[src/rtl/syn_av_mm_master.sv]
// Avalon-MM master bridging a valid/ready command port to single read/write bus cycles,
// with one outstanding transaction, a per-state timeout and a stray readdatavalid counter.
module syn_av_mm_master #(
  parameter int unsigned ADDR_W  = 18,
  parameter int unsigned DATA_W  = 32,
  parameter int unsigned TIMEOUT = 1023
) (
  input  logic              clk_ir,
  input  logic              rst_il,
  input  logic              cmd_valid_ih,
  output logic              cmd_ready_oh,
  input  logic              cmd_write_ih,
  input  logic [ADDR_W-1:0] cmd_addr_id,
  input  logic [DATA_W-1:0] cmd_wdata_id,
  output logic              rsp_valid_oh,
  output logic              rsp_err_oh,
  output logic [DATA_W-1:0] rsp_data_od,
  output logic              av_read_oh,
  output logic              av_write_oh,
  output logic [ADDR_W-1:0] av_addr_od,
  output logic [DATA_W-1:0] av_write_data_od,
  input  logic              av_wait_req_ih,
  input  logic              av_read_data_valid_ih,
  input  logic [DATA_W-1:0] av_read_data_id,
  output logic [7:0]        stray_cnt_od
);

  typedef enum logic [2:0] {StIdle, StWr, StRdReq, StRdWait, StRsp} state_e;

  localparam logic [15:0] TmoLast = 16'(TIMEOUT - 1);

  state_e            state_q;
  logic [15:0]       tmo_cnt_q;
  logic              cmd_ready_q;
  logic              rsp_valid_q;
  logic              rsp_err_q;
  logic [DATA_W-1:0] rsp_data_q;
  logic              av_read_q;
  logic              av_write_q;
  logic [ADDR_W-1:0] addr_q;
  logic [DATA_W-1:0] wdata_q;
  logic [7:0]        stray_cnt_q;

  logic tmo_hit;
  logic stray;

  assign tmo_hit = (tmo_cnt_q == TmoLast);
  // Readdatavalid only belongs to us while a read is on the bus or awaiting data.
  assign stray   = av_read_data_valid_ih &&
                   (state_q == StIdle || state_q == StWr || state_q == StRsp);

  always_ff @(posedge clk_ir) begin
    if (!rst_il) begin
      state_q     <= StIdle;
      tmo_cnt_q   <= '0;
      cmd_ready_q <= 1'b0;
      rsp_valid_q <= 1'b0;
      rsp_err_q   <= 1'b0;
      rsp_data_q  <= '0;
      av_read_q   <= 1'b0;
      av_write_q  <= 1'b0;
      addr_q      <= '0;
      wdata_q     <= '0;
      stray_cnt_q <= '0;
    end else begin
      if (stray && stray_cnt_q != 8'hff) begin
        stray_cnt_q <= stray_cnt_q + 8'd1;
      end
      rsp_valid_q <= 1'b0;
      rsp_err_q   <= 1'b0;
      rsp_data_q  <= '0;

      unique case (state_q)
        StIdle: begin
          if (cmd_valid_ih && cmd_ready_q) begin
            cmd_ready_q <= 1'b0;
            addr_q      <= cmd_addr_id;
            wdata_q     <= cmd_wdata_id;
            tmo_cnt_q   <= '0;
            if (cmd_write_ih) begin
              state_q    <= StWr;
              av_write_q <= 1'b1;
            end else begin
              state_q   <= StRdReq;
              av_read_q <= 1'b1;
            end
          end else begin
            cmd_ready_q <= 1'b1;
          end
        end

        StWr: begin
          if (!av_wait_req_ih || tmo_hit) begin
            state_q     <= StRsp;
            av_write_q  <= 1'b0;
            rsp_valid_q <= 1'b1;
            rsp_err_q   <= av_wait_req_ih;
          end else begin
            tmo_cnt_q <= tmo_cnt_q + 16'd1;
          end
        end

        StRdReq: begin
          if (!av_wait_req_ih) begin
            av_read_q <= 1'b0;
            if (av_read_data_valid_ih) begin
              state_q     <= StRsp;
              rsp_valid_q <= 1'b1;
              rsp_data_q  <= av_read_data_id;
            end else begin
              state_q   <= StRdWait;
              tmo_cnt_q <= '0;
            end
          end else if (tmo_hit) begin
            state_q     <= StRsp;
            av_read_q   <= 1'b0;
            rsp_valid_q <= 1'b1;
            rsp_err_q   <= 1'b1;
          end else begin
            tmo_cnt_q <= tmo_cnt_q + 16'd1;
          end
        end

        StRdWait: begin
          // Data arriving on the last allowed cycle beats the timeout.
          if (av_read_data_valid_ih) begin
            state_q     <= StRsp;
            rsp_valid_q <= 1'b1;
            rsp_data_q  <= av_read_data_id;
          end else if (tmo_hit) begin
            state_q     <= StRsp;
            rsp_valid_q <= 1'b1;
            rsp_err_q   <= 1'b1;
          end else begin
            tmo_cnt_q <= tmo_cnt_q + 16'd1;
          end
        end

        StRsp: begin
          state_q     <= StIdle;
          cmd_ready_q <= 1'b1;
        end

        default: begin
          state_q <= StIdle;
        end
      endcase
    end
  end

  assign cmd_ready_oh     = cmd_ready_q;
  assign rsp_valid_oh     = rsp_valid_q;
  assign rsp_err_oh       = rsp_err_q;
  assign rsp_data_od      = rsp_data_q;
  assign av_read_oh       = av_read_q;
  assign av_write_oh      = av_write_q;
  assign av_addr_od       = addr_q;
  assign av_write_data_od = wdata_q;
  assign stray_cnt_od     = stray_cnt_q;

endmodule

[config.mk]
export PLATFORM = sky130hd
export DESIGN_NAME = syn_av_mm_master
export DESIGN_NICKNAME = d
export VERILOG_FILES = /design/src/rtl/syn_av_mm_master.sv
export SDC_FILE = /design/constraint.sdc
export NUM_CORES = 1
export LEC_CHECK = 0
export ABC_AREA = 1
export BUFFER_PORTS_ARGS = -buffer_cell sky130_fd_sc_hd__buf_2
export CAP_MARGIN = 15
export CORE_UTILIZATION = 30
export DETAILED_ROUTE_END_ITERATION = 10
export HOLD_SLACK_MARGIN = 0.03
export PLACE_DENSITY_LB_ADDON = 0.08
export REMOVE_ABC_BUFFERS = 1
export SLEW_MARGIN = 40
export SYNTH_ARGS = -nofsm -noshare
export SYNTH_HDL_FRONTEND = slang
export SYNTH_SLANG_ARGS = --single-unit
[constraint.sdc]
create_clock -name clk_ir -period 1.58 [get_ports clk_ir]
set_clock_uncertainty 0.15 [all_clocks]
set_input_delay 0.158 -clock clk_ir [delete_from_list [all_inputs] [get_ports clk_ir]]
set_output_delay 0.158 -clock clk_ir [all_outputs]
set_load 0.01 [all_outputs]
==> report_table.html <==
<table>
<tr><th>Metric</th><th>Value</th></tr>
<tr><th colspan="2">Hold path</th></tr>
<tr><td>Class of the worst hold path</td><td>input pin to register</td></tr>
<tr><th colspan="2">Clock tree</th></tr>
<tr><td>TritonCTS sink count</td><td>114</td></tr>
<tr><td>Number of buffers created by CTS</td><td>17</td></tr>
<tr><td>Total number of H-tree levels</td><td>4</td></tr>
<tr><td>Root buffer cell</td><td>sky130_fd_sc_hd__clkbuf_16</td></tr>
<tr><td>CTS tree</td><td>yes</td></tr>
<tr><td>Bufs on Longest Clock Path</td><td>2</td></tr>
<tr><td>Clk_lat worst skew</td><td>0.41 ns</td></tr>
<tr><td>Clock transition at the register clock pins on the worst setup and hold paths after CTS</td><td>0.05 ns</td></tr>
<tr><th colspan="2">Cells and area</th></tr>
<tr><td>Number of fillers in the final layout</td><td>1352</td></tr>
<tr><td>Number of nets in the layout</td><td>1110</td></tr>
<tr><td>Area grow syn2layout</td><td>90.7%</td></tr>
<tr><td>Fraction of final layout cells with drive strength greater than 1</td><td>0.461</td></tr>
<tr><td>Util after Layout</td><td>0.583</td></tr>
<tr><td>Most frequent cells in the layout</td><td>sky130_fd_sc_hd__buf_2 (182), sky130_fd_sc_hd__nor2_1 (132), sky130_fd_sc_hd__dfxtp_1 (103)</td></tr>
<tr><td>Most common cell after layout, fill and taps aside</td><td>sky130_fd_sc_hd__buf_2</td></tr>
<tr><td>N_diodes</td><td>0</td></tr>
<tr><td>Sequential standard cell area</td><td>2310 sq um</td></tr>
<tr><td>Area taken by multi-input logic gates</td><td>2560 sq um</td></tr>
<tr><th colspan="2">Drt</th></tr>
<tr><td>First-pass iteration count of the detailed router</td><td>4</td></tr>
<tr><td>Iteration-0 DRC count of the detailed router</td><td>263</td></tr>
<tr><td>Wirelength, routed</td><td>17.1 mm</td></tr>
<tr><td>Detailed-route via count</td><td>5533</td></tr>
<tr><td>Vias per std cell</td><td>4.54</td></tr>
<tr><td>Remaining DRCs</td><td>0</td></tr>
<tr><td>Average routed wire per standard cell</td><td>14.0 um</td></tr>
<tr><td>Number of nets with antenna violations after detailed routing</td><td>0</td></tr>
<tr><th colspan="2">Setup path</th></tr>
<tr><td>Crit path required time</td><td>1.72 ns</td></tr>
<tr><td>Crit path cell chain</td><td>buf_6 &gt; nor2_4 &gt; nand3_1 &gt; nand2_2 &gt; nor2_4 &gt; buf_12 &gt; o211ai_4 &gt; inv_2 &gt; a21oi_2 &gt; nor2_1</td></tr>
<tr><td>Critical path buffer and inverter count</td><td>3</td></tr>
<tr><td>Crit path kind</td><td>register to register</td></tr>
<tr><td>Dominant delay contributor by cell family on the critical path</td><td>simple AND/OR/NAND/NOR gates</td></tr>
<tr><td>Critical path's largest stage delay</td><td>0.35 ns</td></tr>
<tr><td>Cell type with the highest occurrence count on the critical path</td><td>sky130_fd_sc_hd__nor2_4</td></tr>
<tr><td>Arrival time of the worst setup path</td><td>1.80 ns</td></tr>
<tr><td>Startpoint types</td><td>register</td></tr>
<tr><td>Cell with the biggest individual delay on the critical path</td><td>sky130_fd_sc_hd__dfxtp_4</td></tr>
<tr><td>Slack of the worst reg-to-reg path</td><td>-0.07 ns</td></tr>
<tr><td>Crit. End Element</td><td>register</td></tr>
<tr><td>Critical Path Fanout Max</td><td>6</td></tr>
<tr><th colspan="2">Logic synthesis</th></tr>
<tr><td>Netlist Area Pre-Place</td><td>4630 sq um</td></tr>
<tr><td>Synthesized instance count</td><td>648</td></tr>
<tr><td>Unique cell type count in the Yosys netlist</td><td>30</td></tr>
<tr><td>Synth Register Bits</td><td>114</td></tr>
<tr><td>Fraction of the yosys area taken by sequential cells</td><td>0.493</td></tr>
<tr><td>Synthesized area per cell</td><td>7.15 sq um</td></tr>
<tr><td>Yosys warning total</td><td>0</td></tr>
<tr><th colspan="2">Timing</th></tr>
<tr><td>Worst Setup Slack, final</td><td>-0.0707 ns</td></tr>
<tr><td>Setup repair after global routing missed its margin</td><td>yes</td></tr>
<tr><td>Time the worst path needs with I/O delays and setup</td><td>1.65 ns</td></tr>
<tr><td>Slew Limit Fails</td><td>0</td></tr>
<tr><td>Hold Worst Slack</td><td>0.0660 ns</td></tr>
<tr><td>Number of hold-slack violations in the final timing report</td><td>0</td></tr>
<tr><td>Max Clk Rate</td><td>606 MHz</td></tr>
<tr><td>Least-Margin Pin Slew</td><td>0.408 ns</td></tr>
<tr><td>Setup-violating endpoint count in the final report</td><td>40</td></tr>
<tr><td>Slew Limit Headroom</td><td>0.728</td></tr>
<tr><td>Share of the clock period used by the worst path after layout</td><td>1.04</td></tr>
<tr><th colspan="2">Floorplan</th></tr>
<tr><td>Overall die area</td><td>15900 sq um</td></tr>
<tr><td>Die H</td><td>126 um</td></tr>
<tr><td>Number of ports placed on the die boundary</td><td>183</td></tr>
<tr><td>Initial core utilization</td><td>0.306</td></tr>
<tr><td># rows</td><td>45</td></tr>
<tr><td>Die Span X</td><td>126 um</td></tr>
<tr><td>Core ar.</td><td>15100 sq um</td></tr>
<tr><th colspan="2">Run status</th></tr>
<tr><td>Outcome</td><td>finished, violations left</td></tr>
<tr><td>Violated checks</td><td>negative setup slack</td></tr>
<tr><th colspan="2">Pwr</th></tr>
<tr><td>Power per unit of standard cell area</td><td>1060 nW/um^2</td></tr>
<tr><td>Static leakage power</td><td>4.16 nW</td></tr>
<tr><td>Sw frac</td><td>0.280</td></tr>
<tr><td>Comb power frac</td><td>0.243</td></tr>
<tr><td>Internal power of the cells</td><td>0.00672 W</td></tr>
<tr><td>VDD IR max</td><td>0.000745 V</td></tr>
<tr><td>Share of power burned in registers</td><td>0.344</td></tr>
<tr><td>Clk network pwr share</td><td>0.412</td></tr>
<tr><td>Switching power</td><td>0.00262 W</td></tr>
<tr><th colspan="2">Global routing</th></tr>
<tr><td>GRT Residual Overflow</td><td>0</td></tr>
<tr><td>Wire length of the first global-routing pass</td><td>26.4 mm</td></tr>
<tr><td>Antenna violations before repair</td><td>0</td></tr>
<tr><td>Number of global-route vias before repair</td><td>5533</td></tr>
<tr><td>Pin count of the biggest net entering global routing</td><td>38</td></tr>
<tr><td>Total global routing track utilization</td><td>0.210</td></tr>
<tr><th colspan="2">Run</th></tr>
<tr><td># Max-Cap Violations</td><td>0</td></tr>
<tr><th colspan="2">Place</th></tr>
<tr><td>Post-DP HPWL</td><td>10.4 mm</td></tr>
<tr><td>Buffers added on ports</td><td>182</td></tr>
<tr><td>RD Place Congestion</td><td>0.918</td></tr>
</table>
## stage by stage
| step | setup WS (ns) | setup TNS, ns | std cells | instance area (sq um) | total power, W |
|---|---|---|---|---|---|
| 6_report | -0.0707 | -0.681 | 1219 | 8830 | 0.00934 |
| 5_1_grt | -0.166 | -8.16 | 1219 | 8830 | 0.00976 |
| 4_1_cts | -0.0306 | -0.151 | 1204 | 8240 | 0.00911 |
| 3_5_place_dp | -0.214 | -6.41 | 1066 | 6250 | 0.00471 |
| 3_3_place_gp | -0.239 | -4.70 | 1066 | 6250 | 0.00469 |
| 2_1_floorplan | -0.842 | -47.79 | 621 | 4510 | 0.00395 |
## sequential cells by signal, indices dropped and copies added (netlist names), 3 cells and up
register / flops
tmo_cnt_q: 16
rsp_data_od: 32
av_write_data_od: 32
av_addr_od: 18
state_q: 3
stray_cnt_od: 8
## synth_stat cells
| library cell | count | area, sq um |
|---|---|---|
| sky130_fd_sc_hd__nor2_1 | 174 | 653 |
| sky130_fd_sc_hd__nand2_1 | 118 | 443 |
| sky130_fd_sc_hd__dfxtp_1 | 114 | 2280 |
| sky130_fd_sc_hd__o21ai_0 | 55 | 275 |
| sky130_fd_sc_hd__inv_1 | 46 | 173 |
| sky130_fd_sc_hd__a21oi_1 | 27 | 135 |
| sky130_fd_sc_hd__nand3_1 | 25 | 125 |
| sky130_fd_sc_hd__clkbuf_1 | 19 | 71.3 |
| sky130_fd_sc_hd__nand4_1 | 13 | 81.3 |
| sky130_fd_sc_hd__inv_2 | 8 | 30.0 |
| sky130_fd_sc_hd__o21ai_1 | 8 | 40.0 |
| sky130_fd_sc_hd__nand2_2 | 7 | 43.8 |
| sky130_fd_sc_hd__buf_2 | 5 | 25.0 |
| sky130_fd_sc_hd__nor2_2 | 5 | 31.3 |
| sky130_fd_sc_hd__nor3_1 | 4 | 20.0 |
| sky130_fd_sc_hd__ha_1 | 3 | 37.5 |
| sky130_fd_sc_hd__buf_6 | 2 | 22.5 |
| sky130_fd_sc_hd__nand2_4 | 2 | 22.5 |
| sky130_fd_sc_hd__o21a_1 | 2 | 15.0 |
| sky130_fd_sc_hd__a211oi_1 | 1 | 7.51 |
| sky130_fd_sc_hd__a31oi_1 | 1 | 6.26 |
| sky130_fd_sc_hd__buf_4 | 1 | 7.51 |
| sky130_fd_sc_hd__nand3_2 | 1 | 10.0 |
| sky130_fd_sc_hd__nand3b_1 | 1 | 7.51 |
| sky130_fd_sc_hd__nor2_4 | 1 | 11.3 |
| sky130_fd_sc_hd__nor3_2 | 1 | 10.0 |
| sky130_fd_sc_hd__o211ai_1 | 1 | 7.51 |
| sky130_fd_sc_hd__o211ai_4 | 1 | 21.3 |
| sky130_fd_sc_hd__o21bai_1 | 1 | 7.51 |
| sky130_fd_sc_hd__xnor2_1 | 1 | 8.76 |
## worst register-to-register path: stages (launching register included)
cell and delay (ns):
sky130_fd_sc_hd__dfxtp_4 0.35, sky130_fd_sc_hd__buf_6 0.11, sky130_fd_sc_hd__nor2_4 0.11, sky130_fd_sc_hd__nand3_1 0.09, sky130_fd_sc_hd__nand2_2 0.11, sky130_fd_sc_hd__nor2_4 0.06, sky130_fd_sc_hd__buf_12 0.14, sky130_fd_sc_hd__o211ai_4 0.13
sky130_fd_sc_hd__inv_2 0.11, sky130_fd_sc_hd__a21oi_2 0.13, sky130_fd_sc_hd__nor2_1 0.04
## final timing paths
check / from / to / cells past startpoint
worst max register to register: state_q[0] / tmo_cnt_q[14] / 10
worst min-delay path: av_wait_req_ih / state_q[0] / 4
worst max-delay path: state_q[0] / tmo_cnt_q[14] / 10
worst min register to register: av_write_oh / av_write_oh / 2
## final cells by class
class                      count  area share
clock buffer                  23      0.0564
clock inverter                 8      0.0115
inverter                      54      0.0246
multi-input combinational    454       0.290
sequential                   114       0.261
tap                          188      0.0266
timing repair buffer         378       0.329
## routing by layer
layer / share of wire / vias up / global-route usage
li1: - / 2816 / -
met1: 0.43 / 2573 / 0.239
met2: 0.51 / 120 / 0.371
met3: 0.037 / 24 / 0.0573
met4: 0.017 / 0 / 0.0808
met5: 0 / - / 0
## power groups by stage
stage / registers (W) / logic, W / clock network [W]
2_1_floorplan: 0.00333 / 0.000612 / 0
3_3_place_gp: 0.00323 / 0.00146 / 0
3_5_place_dp: 0.00324 / 0.00147 / 0
4_1_cts: 0.00319 / 0.00199 / 0.00392
5_1_grt: 0.00324 / 0.00246 / 0.00406
6_report: 0.00321 / 0.00227 / 0.00385
## kinds of logic after synthesis
logic type / count (synthesis) / share of synthesized area
fa+ha+maj: 3 / 0.00810
simple gates: 352 / 0.315
buf+inv: 81 / 0.0710
compound gates: 97 / 0.111
xor+xnor: 1 / 0.00189
flops: 114 / 0.493
## what timing repair did
item / CTS / global route
resized for setup: 86 / 143
hold buffers: 84 / 0
pin swaps: 28 / 51
cloned: 4 / 7
endpoints found under the hold margin: 87 / 0
endpoints found under the setup margin: 80 / 83
setup buffers: 20 / 9
Note: power is estimated with default switching activity, not from simulation.
